<file path="src/rtl/fir_pkg.sv">
// Shared constants for the self-stimulating FIR demonstrator: widths,
// filter coefficients, the sine table and the tap multiply helper.
package fir_pkg;

    localparam int DATA_W    = 8;
    localparam int OUT_W     = 17;
    localparam int TAPS      = 8;
    localparam int LUT_DEPTH = 32;
    localparam int PHASE_W   = $clog2(LUT_DEPTH);
    localparam int PROD_W    = 2 * DATA_W;

    // Symmetric low-pass taps; their sum (456) keeps 255*456 inside OUT_W bits.
    localparam logic [DATA_W-1:0] C [0:TAPS-1] = '{
        8'd7, 8'd31, 8'd63, 8'd127, 8'd127, 8'd63, 8'd31, 8'd7
    };

    // round(128 + 127*sin(2*pi*k/32)), offset-binary.
    localparam logic [DATA_W-1:0] SINE_LUT [0:LUT_DEPTH-1] = '{
        8'd128, 8'd153, 8'd177, 8'd199, 8'd218, 8'd234, 8'd245, 8'd253,
        8'd255, 8'd253, 8'd245, 8'd234, 8'd218, 8'd199, 8'd177, 8'd153,
        8'd128, 8'd103, 8'd79,  8'd57,  8'd38,  8'd22,  8'd11,  8'd3,
        8'd1,   8'd3,   8'd11,  8'd22,  8'd38,  8'd57,  8'd79,  8'd103
    };

    function automatic logic [PROD_W-1:0] tap_product(
        input logic [DATA_W-1:0] sample,
        input logic [DATA_W-1:0] coef
    );
        logic [PROD_W-1:0] wide_sample;
        logic [PROD_W-1:0] wide_coef;
        wide_sample = {{DATA_W{1'b0}}, sample};
        wide_coef   = {{DATA_W{1'b0}}, coef};
        return wide_sample * wide_coef;
    endfunction

endpackage

</file>
<file path="src/rtl/fir_filter_sine_gen.sv">
// Test-tone source: free-running phase counter addressing the sine table,
// with a registered sample output.
module sine_gen
    import fir_pkg::*;
(
    input  logic              clock,
    input  logic              reset,
    output logic [DATA_W-1:0] data_sin
);

    logic [PHASE_W-1:0] phase_r;
    logic [DATA_W-1:0]  data_sin_r;

    // Phase advance (wraps naturally at LUT_DEPTH) and registered table lookup.
    always_ff @(posedge clock) begin
        if (reset) begin
            phase_r    <= {PHASE_W{1'b0}};
            data_sin_r <= {DATA_W{1'b0}};
        end else begin
            phase_r    <= phase_r + {{(PHASE_W-1){1'b0}}, 1'b1};
            data_sin_r <= SINE_LUT[phase_r];
        end
    end

    assign data_sin = data_sin_r;

endmodule

</file>
<file path="src/rtl/fir_filter.sv">
// 8-tap symmetric low-pass FIR fed by an internal sine generator; the
// delay line and a three-level adder tree feed the registered output.
module fir_filter
    import fir_pkg::*;
(
    input  logic              clock,
    input  logic              reset,
    output logic [DATA_W-1:0] data_sin,
    output logic [OUT_W-1:0]  Data_Out
);

    logic [DATA_W-1:0] sin_s;
    logic [DATA_W-1:0] x_r [0:TAPS-1];
    logic [PROD_W-1:0] prod_s [0:TAPS-1];
    logic [OUT_W-1:0]  sum_l1_s [0:3];
    logic [OUT_W-1:0]  sum_l2_s [0:1];
    logic [OUT_W-1:0]  sum_s;
    logic [OUT_W-1:0]  data_out_r;

    sine_gen u_sine_gen (
        .clock    (clock),
        .reset    (reset),
        .data_sin (sin_s)
    );

    // Tap products and adder tree over the pre-edge delay line contents.
    always_comb begin
        for (int i = 0; i < TAPS; i++) begin
            prod_s[i] = tap_product(x_r[i], C[i]);
        end
        for (int i = 0; i < 4; i++) begin
            sum_l1_s[i] = {1'b0, prod_s[2*i]} + {1'b0, prod_s[2*i+1]};
        end
        for (int i = 0; i < 2; i++) begin
            sum_l2_s[i] = sum_l1_s[2*i] + sum_l1_s[2*i+1];
        end
        sum_s = sum_l2_s[0] + sum_l2_s[1];
    end

    // Delay line shift and output register; reset clears every stage at once.
    always_ff @(posedge clock) begin
        if (reset) begin
            for (int i = 0; i < TAPS; i++) begin
                x_r[i] <= {DATA_W{1'b0}};
            end
            data_out_r <= {OUT_W{1'b0}};
        end else begin
            x_r[0] <= sin_s;
            for (int i = 1; i < TAPS; i++) begin
                x_r[i] <= x_r[i-1];
            end
            data_out_r <= sum_s;
        end
    end

    assign data_sin = sin_s;
    assign Data_Out = data_out_r;

endmodule

</file>
<file path="config.mk">
export PLATFORM = sky130hd
export DESIGN_NAME = fir_filter
export DESIGN_NICKNAME = d
export VERILOG_FILES = /design/src/rtl/fir_pkg.sv /design/src/rtl/fir_filter_sine_gen.sv /design/src/rtl/fir_filter.sv
export SDC_FILE = /design/constraint.sdc
export NUM_CORES = 1
export LEC_CHECK = 0
export BUFFER_PORTS_ARGS = -buffer_cell sky130_fd_sc_hd__buf_2
export CAP_MARGIN = 20
export CORE_MARGIN = 8
export CORE_UTILIZATION = 45
export CTS_CLUSTER_SIZE = 16
export DETAILED_ROUTE_END_ITERATION = 10
export PLACE_DENSITY = 0.63
export RECOVER_POWER = 100
export SYNTH_ARGS = -nofsm -noshare
export SYNTH_HDL_FRONTEND = slang
export SYNTH_SLANG_ARGS = --single-unit
</file>
<file path="constraint.sdc">
create_clock -name clock -period 7.8 [get_ports clock]
set_input_delay 1.17 -clock clock [delete_from_list [all_inputs] [get_ports clock]]
set_output_delay 1.17 -clock clock [all_outputs]
set_load 0.05 [all_outputs]
</file>
==> results.cfg, run 1 <==
[status]
run_status = finished, violations left
failing_checks = capacitance limit, slew limit

[yosys]
synth_xor_area_share_pct = 0.656
yosys.area.top_type = fa_1
synth-edff-count = 0
yosys.cell_count.top_type = inv_1
netlist_instances = 1127
synthDominantCellAreaShare_pct = 47.5
synth_top_cells_by_count = inv_1 (388), fa_1 (285), ha_1 (126)
muxShareOfSynthArea_pct = 1.07
post_synth_fa_ha_maj_area_fraction_pct = 60.6
seq_area_frac_synth_pct = 15.7
synth-async-reset-ratio_pct = 0
synth_cell_types = 46
synth_top_cells_by_area = fa_1 (48%), dfxtp_1 (16%), ha_1 (13%)
yosysWarningCount = 0
yosys_register_bits = 94
synth_simple_gate_area_share_pct = 5.28
average_cell_area_after_synthesis_um2 = 10.7
syn_area_um2 = 12000
synthFlopType = dfxtp_1
synth_top_family_by_area = adder cells
synth-compound-area-share_pct = 3.66
synth_fp_nets = 1540

[cts]
cts_hold_buffers = 0
ctsResizeCount = 0
cts_buffers = 9
clock-sinks = 94
cts-htree-levels = 3
path_clk_slew_ns = 0.08
tritoncts = built
max-clock-path-buffers = 2
clk-insertion-delay-late_ns = 0.36
root_buffer = clkbuf_16
cts_setup_buffers = 0

[timing]
timing.clock.skew_ns = 0.0123
max_freq_mhz = 143
post-route-worst-setup-slack_ns = 0.826
post-route-period-util_pct = 89.4
post-route-min-period_ns = 6.97
hold_violations = 0
slew-limit-headroom_pct = -192
tns_ns = 0
setup-violations-final = 0
grt_setup_unrepaired = no
worst_margin_pin_slew_ns = 4.38
maxSlewViolCount = 94

[power_and_ir_drop]
power_frac_seq_pct = 35.2
power.share.clock_pct = 30.1
cellLeakagePower_nw = 6.56
switching_power_mw = 0.594
p_sw_share_pct = 39.3
power.combinational.fraction_pct = 34.7
worst_ir_drop_vdd_mv = 0.106
power.density_cell_area_nw_per_um2 = 119
design_power_total_mw = 1.51
internal_power_summed_over_all_cells_mw = 0.916

[grt]
antenna_found_initial = 0
largest_net_degree_at_the_start_of_global_routing = 94
track_usage_pct = 16.7
grt_pass1_wl_mm = 41.1
grt_ovf = 0
grt_pass1_vias = 7817

[place]
placed_cells_incl_taps = 1476
finalWeightedCongestion = 0.827
port-buffer-count = 26
hpwl_mm = 20.5
preCtsSetupSlack_ns = 1.17

[min_path]
holdPathStages = 1
hold_class = register to register
timing.hold.worst_endpoint = x_r[0][2]
worstHoldStart = u_sine_gen.data_sin[2]

[cells_and_area]
area_growth_pct = 5.84
antennaDiodeCount = 0
finalNetCount = 1559
post_route_cells_drive_above_1_share_pct = 2.43
finalNonFillerCells = 1492

[critical_path]
setup_slack_reg_to_reg_ns = 0.83
cp.arrival_ns = 7.22
cp_launch_type = register
end_kind = register
critical_path.max_fanout = 6
worstSetupPathType = register to register
crit-reg2reg-capture = Data_Out[11]
crit-reg2reg-launch = x_r[2][5]
cp.required_ns = 8.04
worst_r2r_path_depth = 20

[route]
postRouteWirelength_mm = 23.5
detail_route.wl_per_cell_um = 15.8
antenna_left = 0
drt_first_iter_violations = 278
post_drt_via_cell_ratio = 4.68
drcViolationCount = 0
detailedRoute.firstPassIterationCount = 5
via_count = 6988

[floorplan]
die_area_um2 = 32200
ios = 27
rows = 60
die_y_um = 179
core-area_um2 = 26600
effective_utilization_at_floorplan_pct = 45.2
fp.dieW_um = 179

[flow_run]
cap_viol_max_count = 1
==> per-layer routing <==
layer	part of all wire [%]	wire length, um	GRT usage [%]
met1	45	10500	22.7
met2	51	11900	28.4
met3	3.1	735	1.84
met4	1.8	420	4.23
met5	0	0	0
==> logic make-up (layout without fill, tap and decap cells) <==
group,after synthesis,in the layout
AOI/OAI and AO/OA,63,63
xor gates and xnor gates,9,9
adders and majority gates,411,411
buffers and inverters,409,433
DFF,94,94
muxes,11,11
and+or+nand+nor,130,130
==> cells in the final DEF, fill, tap and decap left out, types with 3 or more instances in the layout <==
| cell | synthesis | layout |
|---|---|---|
| nand2_1 | 4 | 4 |
| nand3_1 | 8 | 8 |
| or2_2 | 4 | 4 |
| inv_1 | 388 | 388 |
| mux2_1 | 5 | 5 |
| ha_1 | 126 | 126 |
| nor2b_1 | 43 | 43 |
| a21o_1 | 4 | 4 |
| xor2_1 | 5 | 5 |
| clkbuf_16 | 0 | 9 |
| o211ai_1 | 3 | 4 |
| a21oi_1 | 13 | 14 |
| nor2_1 | 63 | 63 |
| clkbuf_1 | 13 | 27 |
| o21ai_0 | 10 | 12 |
| dfxtp_1 | 94 | 94 |
| o21bai_1 | 5 | 5 |
| a211oi_1 | 5 | 6 |
| mux2i_1 | 5 | 5 |
| nor3_1 | 3 | 3 |
| fa_1 | 285 | 285 |
| xnor2_1 | 4 | 4 |
==> registers in the layout, indices dropped and copies added, names as in the netlist <==
signal / flops
Data_Out: 17
u_sine_gen.data_sin: 8
u_sine_gen.phase_r: 5
x_r: 64
==> worst max-delay path, stage by stage, from the launching register on <==
cell and delay [ns]:
dfxtp_1 0.63, fa_1 0.53, inv_1 0.13, fa_1 0.41, inv_1 0.08, fa_1 0.43, fa_1 0.51, inv_1 0.05
fa_1 0.47, inv_1 0.05, fa_1 0.50, fa_1 0.55, inv_1 0.06, fa_1 0.48, inv_1 0.04, ha_1 0.34
a21oi_1 0.26, o211ai_1 0.25, a211oi_1 0.55, o21ai_0 0.21, mux2_1 0.34
==> cell type report <==
type / instances / area, um2
clock buffers: 9 / 225
clock inverters: 7 / 62.6
fillers: 2568 / 13900
inverters: 390 / 1460
multi-input cells: 624 / 8550
flip-flops and latches: 94 / 1880
well taps: 341 / 427
repair buffers: 27 / 101
==> per-stage QoR <==
stage / util [%] / hold WS (ns) / area, um2
6_report: 47.8 / 0.475 / 12700
2_1_floorplan: - / 0.469 / 12000
4_1_cts: 48.0 / 0.474 / 12800
5_1_grt: 47.8 / 0.486 / 12700
3_3_place_gp: 46.9 / 0.454 / 12500
3_5_place_dp: 46.9 / 0.454 / 12500
==> worst max path at each step <==
stage,start,end,depth (start not counted)
4_1_cts,x_r[2][1],Data_Out[11],18
5_1_grt,x_r[2][5],Data_Out[11],20
3_5_place_dp,x_r[2][1],Data_Out[11],18
2_1_floorplan,x_r[1][2],Data_Out[15],20
3_3_place_gp,x_r[2][5],Data_Out[15],20
6_report,x_r[2][5],Data_Out[11],20
==> power by group through the flow <==
stage,clock network (mW),registers (mW),logic [mW]
2_1_floorplan,0,0.618,0.346
6_report,0.455,0.531,0.524
3_3_place_gp,0,0.541,0.530
5_1_grt,0.489,0.536,0.601
3_5_place_dp,0,0.542,0.538
4_1_cts,0.469,0.531,0.541
Power figures use the tool's default switching activity.
==> run 2: changes to the inputs <==
- CORE_UTILIZATION: 45 -> 50
- CTS_CLUSTER_SIZE: 16 -> default
- PLACE_DENSITY: 0.63 -> 0.68
==> results.cfg, run 2 (synthesis results as in run 1) <==
[status]
run_status = finished, violations left
failing_checks = capacitance limit, slew limit

[floorplan]
fp.dieW_um = 171
effective_utilization_at_floorplan_pct = 51.0
ios = 27
rows = 56
die_area_um2 = 29200
core-area_um2 = 23500
die_y_um = 171

[cells_and_area]
post_route_cells_drive_above_1_share_pct = 2.43
stdcell_area_um2 = 12700
largest_register_ffs = 64
finalNetCount = 1559
layout.cells.most_common = inv_1
finalNonFillerCells = 1470
area_growth_pct = 5.57
largest-register = x_r
antennaDiodeCount = 0
layout_common_cells = inv_1 (388), fa_1 (285), ha_1 (126)

[cts]
cts_setup_buffers = 0
cts-htree-levels = 3
root_buffer = clkbuf_16
cts_hold_buffers = 0
max-clock-path-buffers = 2
path_clk_slew_ns = 0.08
cts_buffers = 9
clock-sinks = 94
ctsResizeCount = 0
clk-insertion-delay-late_ns = 0.37
tritoncts = built

[critical_path]
worst_r2r_path_depth = 18
cp.required_ns = 8.05
setup_slack_reg_to_reg_ns = 0.91
critical_path.max_fanout = 5
cp_launch_type = register
cp.arrival_ns = 7.14
worstSetupPathType = register to register
end_kind = register

[min_path]
holdPathStages = 1
hold_class = register to register

[place]
port-buffer-count = 26
place_area_um2 = 12400
placed_cells_incl_taps = 1453
hpwl_mm = 20.5
finalWeightedCongestion = 0.849

[route]
dr.max_layer_used = met4
postRouteWirelength_mm = 23.6
drt_first_iter_violations = 303
detailedRoute.firstPassIterationCount = 6
met2_wirelength_mm = 12.2
drcViolationCount = 0
met1_length_mm = 10.5
met3_wirelength_um = 562
post_drt_via_cell_ratio = 4.69
via_count = 6896
detail_route.wl_per_cell_um = 16.1
antenna_left = 0

[power_and_ir_drop]
power.density_cell_area_nw_per_um2 = 119
cellLeakagePower_nw = 6.55
worst_ir_drop_vdd_mv = 0.125
design_power_total_mw = 1.51

[grt]
track_usage_pct = 18.3
largest_net_degree_at_the_start_of_global_routing = 101
antenna_found_initial = 0
grt_pass1_wl_mm = 41.2
grt_pass1_vias = 7937
grt_ovf = 0

[timing]
worst_margin_pin_slew_ns = 3.01
setup-violations-final = 0
max_freq_mhz = 145
slew-limit-headroom_pct = -101
maxSlewViolCount = 103
tns_ns = 0
timing.clock.skew_ns = 0.0115
post-route-min-period_ns = 6.89
hold_violations = 0
grt_setup_unrepaired = no
post-route-period-util_pct = 88.4

[flow_run]
cap_viol_max_count = 2
## run 2: layer usage
| layer | vias up | track usage (%) |
|---|---|---|
| met1 | 3531 | 24.7 |
| met3 | 18 | 2.21 |
| met4 | 0 | 4.42 |
| met2 | 83 | 31.2 |
| met5 | - | 0 |
| li1 | 3264 | - |
## run 2: worst paths after layout
check / start / endpoint
max: x_r[2][1] / Data_Out[11]
min: u_sine_gen.data_sin[3] / x_r[0][3]
max reg2reg: x_r[2][1] / Data_Out[11]
min reg2reg: u_sine_gen.data_sin[3] / x_r[0][3]
## run 2: metrics by stage
stage / util [%] / setup slack (ns) / hold WS [ns]
after floorplan: - / 1.70 / 0.469
after global placement: 52.8 / 1.20 / 0.460
after detailed placement: 52.8 / 1.16 / 0.457
after CTS: 54.0 / 1.15 / 0.468
after global routing: 53.9 / 0.522 / 0.481
final: 53.9 / 0.907 / 0.468
## run 2: power breakdown
| part | internal [mW] | switching, mW |
|---|---|---|
| registers | 0.510 | 0.0205 |
| logic | 0.183 | 0.344 |
| clock network | 0.228 | 0.226 |
## run 2: critical path, cell delays in order (launching register included)
cell,delay [ns]
dfxtp_1,0.60
fa_1,0.57
fa_1,0.54
fa_1,0.57
inv_1,0.07
fa_1,0.49
fa_1,0.45
inv_1,0.09
fa_1,0.45
fa_1,0.54
inv_1,0.05
fa_1,0.48
inv_1,0.05
ha_1,0.34
a21oi_1,0.22
o211ai_1,0.23
a211oi_1,0.52
o21ai_0,0.19
mux2_1,0.32
## run 2: final cells by class
cell class | count | area, um2
clock buffers | 10 | 239
flip-flops and latches | 94 | 1880
inverters | 390 | 1460
well taps | 319 | 399
clock inverters | 6 | 43.8
fillers | 2129 | 10900
multi-input cells | 624 | 8550
repair buffers | 27 | 101
==> run 3: changes to the inputs <==
- ABC_CLOCK_PERIOD_IN_PS: default -> 8260
- clock period: 7.8 -> 8.26 ns (I/O delays scaled with it)
==> results.cfg, run 3 (synthesis results as in run 1) <==
[grt]
track_usage_pct = 18.4
largest_net_degree_at_the_start_of_global_routing = 101
grt_pass1_vias = 7923
grt_ovf = 0
antenna_found_initial = 0
grt_pass1_wl_mm = 41.2

[min_path]
worstHoldStart = u_sine_gen.data_sin[3]
hold_class = register to register
holdPathStages = 1
timing.hold.worst_endpoint = x_r[0][3]

[timing]
post-route-period-util_pct = 84.1
post-route-worst-setup-slack_ns = 1.31
grt_setup_unrepaired = no
worst_margin_pin_slew_ns = 2.49
slew-limit-headroom_pct = -66.0
post-route-min-period_ns = 6.95
hold_violations = 0
tns_ns = 0
setup-violations-final = 0
max_freq_mhz = 144
timing.clock.skew_ns = 0.0118
maxSlewViolCount = 103

[cells_and_area]
finalNetCount = 1559
multi_input_comb_area_um2 = 8550
antennaDiodeCount = 0
largest-register = x_r
layout_common_cells = inv_1 (388), fa_1 (285), ha_1 (126)
layout.cells.most_common = inv_1
area_growth_pct = 5.58
seqCellArea_um2 = 1880
n_fill_cell = 2091
post_route_cells_drive_above_1_share_pct = 2.43
largest_register_ffs = 64

[cts]
tritoncts = built
clock-sinks = 94
ctsResizeCount = 0
path_clk_slew_ns = 0.08
cts_hold_buffers = 0
root_buffer = clkbuf_16
cts-htree-levels = 3
cts_buffers = 9
clk-insertion-delay-late_ns = 0.37
max-clock-path-buffers = 2
cts_setup_buffers = 0

[power_and_ir_drop]
power.density_cell_area_nw_per_um2 = 112
worst_ir_drop_vdd_mv = 0.112
cellLeakagePower_nw = 6.54

[route]
drcViolationCount = 0
via_count = 6968
detail_route.wl_per_cell_um = 16.0
detailedRoute.firstPassIterationCount = 5
post_drt_via_cell_ratio = 4.74
postRouteWirelength_mm = 23.6
drt_first_iter_violations = 282
antenna_left = 0

[place]
port-buffer-count = 26
hpwl_mm = 20.4
finalWeightedCongestion = 0.850
preCtsSetupSlack_ns = 1.62

[floorplan]
ios = 27
die_area_um2 = 29200
die_y_um = 171
core-area_um2 = 23500
rows = 56
effective_utilization_at_floorplan_pct = 51.0
fp.dieW_um = 171

[flow_run]
cap_viol_max_count = 2

[critical_path]
cp.required_ns = 8.50
end_kind = register
critical_path.max_fanout = 5
cp_launch_type = register
crit-reg2reg-launch = x_r[2][1]
setup_slack_reg_to_reg_ns = 1.31
worst_r2r_path_depth = 18
worstSetupPathType = register to register
crit-reg2reg-capture = Data_Out[11]
cp.arrival_ns = 7.19

[status]
run_status = finished, violations left
failing_checks = capacitance limit, slew limit
## run 3: critical path, cell delays in order, from the launching register on
cell and delay (ns):
dfxtp_1 0.59, fa_1 0.57, fa_1 0.54, fa_1 0.56, inv_1 0.07, fa_1 0.49
fa_1 0.45, inv_1 0.09, fa_1 0.45, fa_1 0.54, inv_1 0.05, fa_1 0.49
inv_1 0.05, ha_1 0.34, a21oi_1 0.25, o211ai_1 0.24, a211oi_1 0.54, o21ai_0 0.19
mux2_1 0.33
## run 3: routing by layer
layer	global-route usage [%]	wire, um	vias to the layer above	part of all wire, %
li1	-	-	3270	-
met1	24.9	10400	3571	44
met2	30.7	12000	102	51
met3	2.40	736	25	3.1
met4	4.84	488	0	2.1
met5	0	0	-	0
## run 3: area by class of cell
type                    count  share of cell area [%]
clock inverters             7                   0.464
flip-flops and latches     94                    14.8
well taps                 319                    3.15
repair buffers             27                   0.799
clock buffers               9                    1.78
multi-input cells         624                    67.4
inverters                 390                    11.5
## run 3: stage by stage
step	util (%)	instance area, um2	hold slack [ns]	cells	power [mW]
6_report	53.9	12700	0.467	1470	1.42
3_3_place_gp	52.8	12400	0.460	1453	1.01
4_1_cts	54.0	12700	0.468	1469	1.45
2_1_floorplan	-	12000	0.469	1127	0.910
5_1_grt	53.9	12700	0.483	1470	1.53
3_5_place_dp	52.8	12400	0.449	1453	1.02
## run 3: worst max-delay path by stage
| stage | from | end | slack, ns | cells after the start |
|---|---|---|---|---|
| 2_1_floorplan | x_r[1][2] | Data_Out[15] | 2.16 | 20 |
| 3_3_place_gp | x_r[2][1] | Data_Out[15] | 1.66 | 18 |
| 3_5_place_dp | x_r[2][1] | Data_Out[11] | 1.62 | 18 |
| 4_1_cts | x_r[2][1] | Data_Out[11] | 1.61 | 18 |
| 5_1_grt | x_r[2][3] | Data_Out[11] | 0.93 | 20 |
| 6_report | x_r[2][1] | Data_Out[11] | 1.31 | 18 |
## run 3: report_power, final
group	total, mW	internal [mW]	switching (mW)
logic	0.499	0.174	0.326
clock network	0.423	0.208	0.215
registers	0.501	0.481	0.0195
total	1.42	0.863	0.560
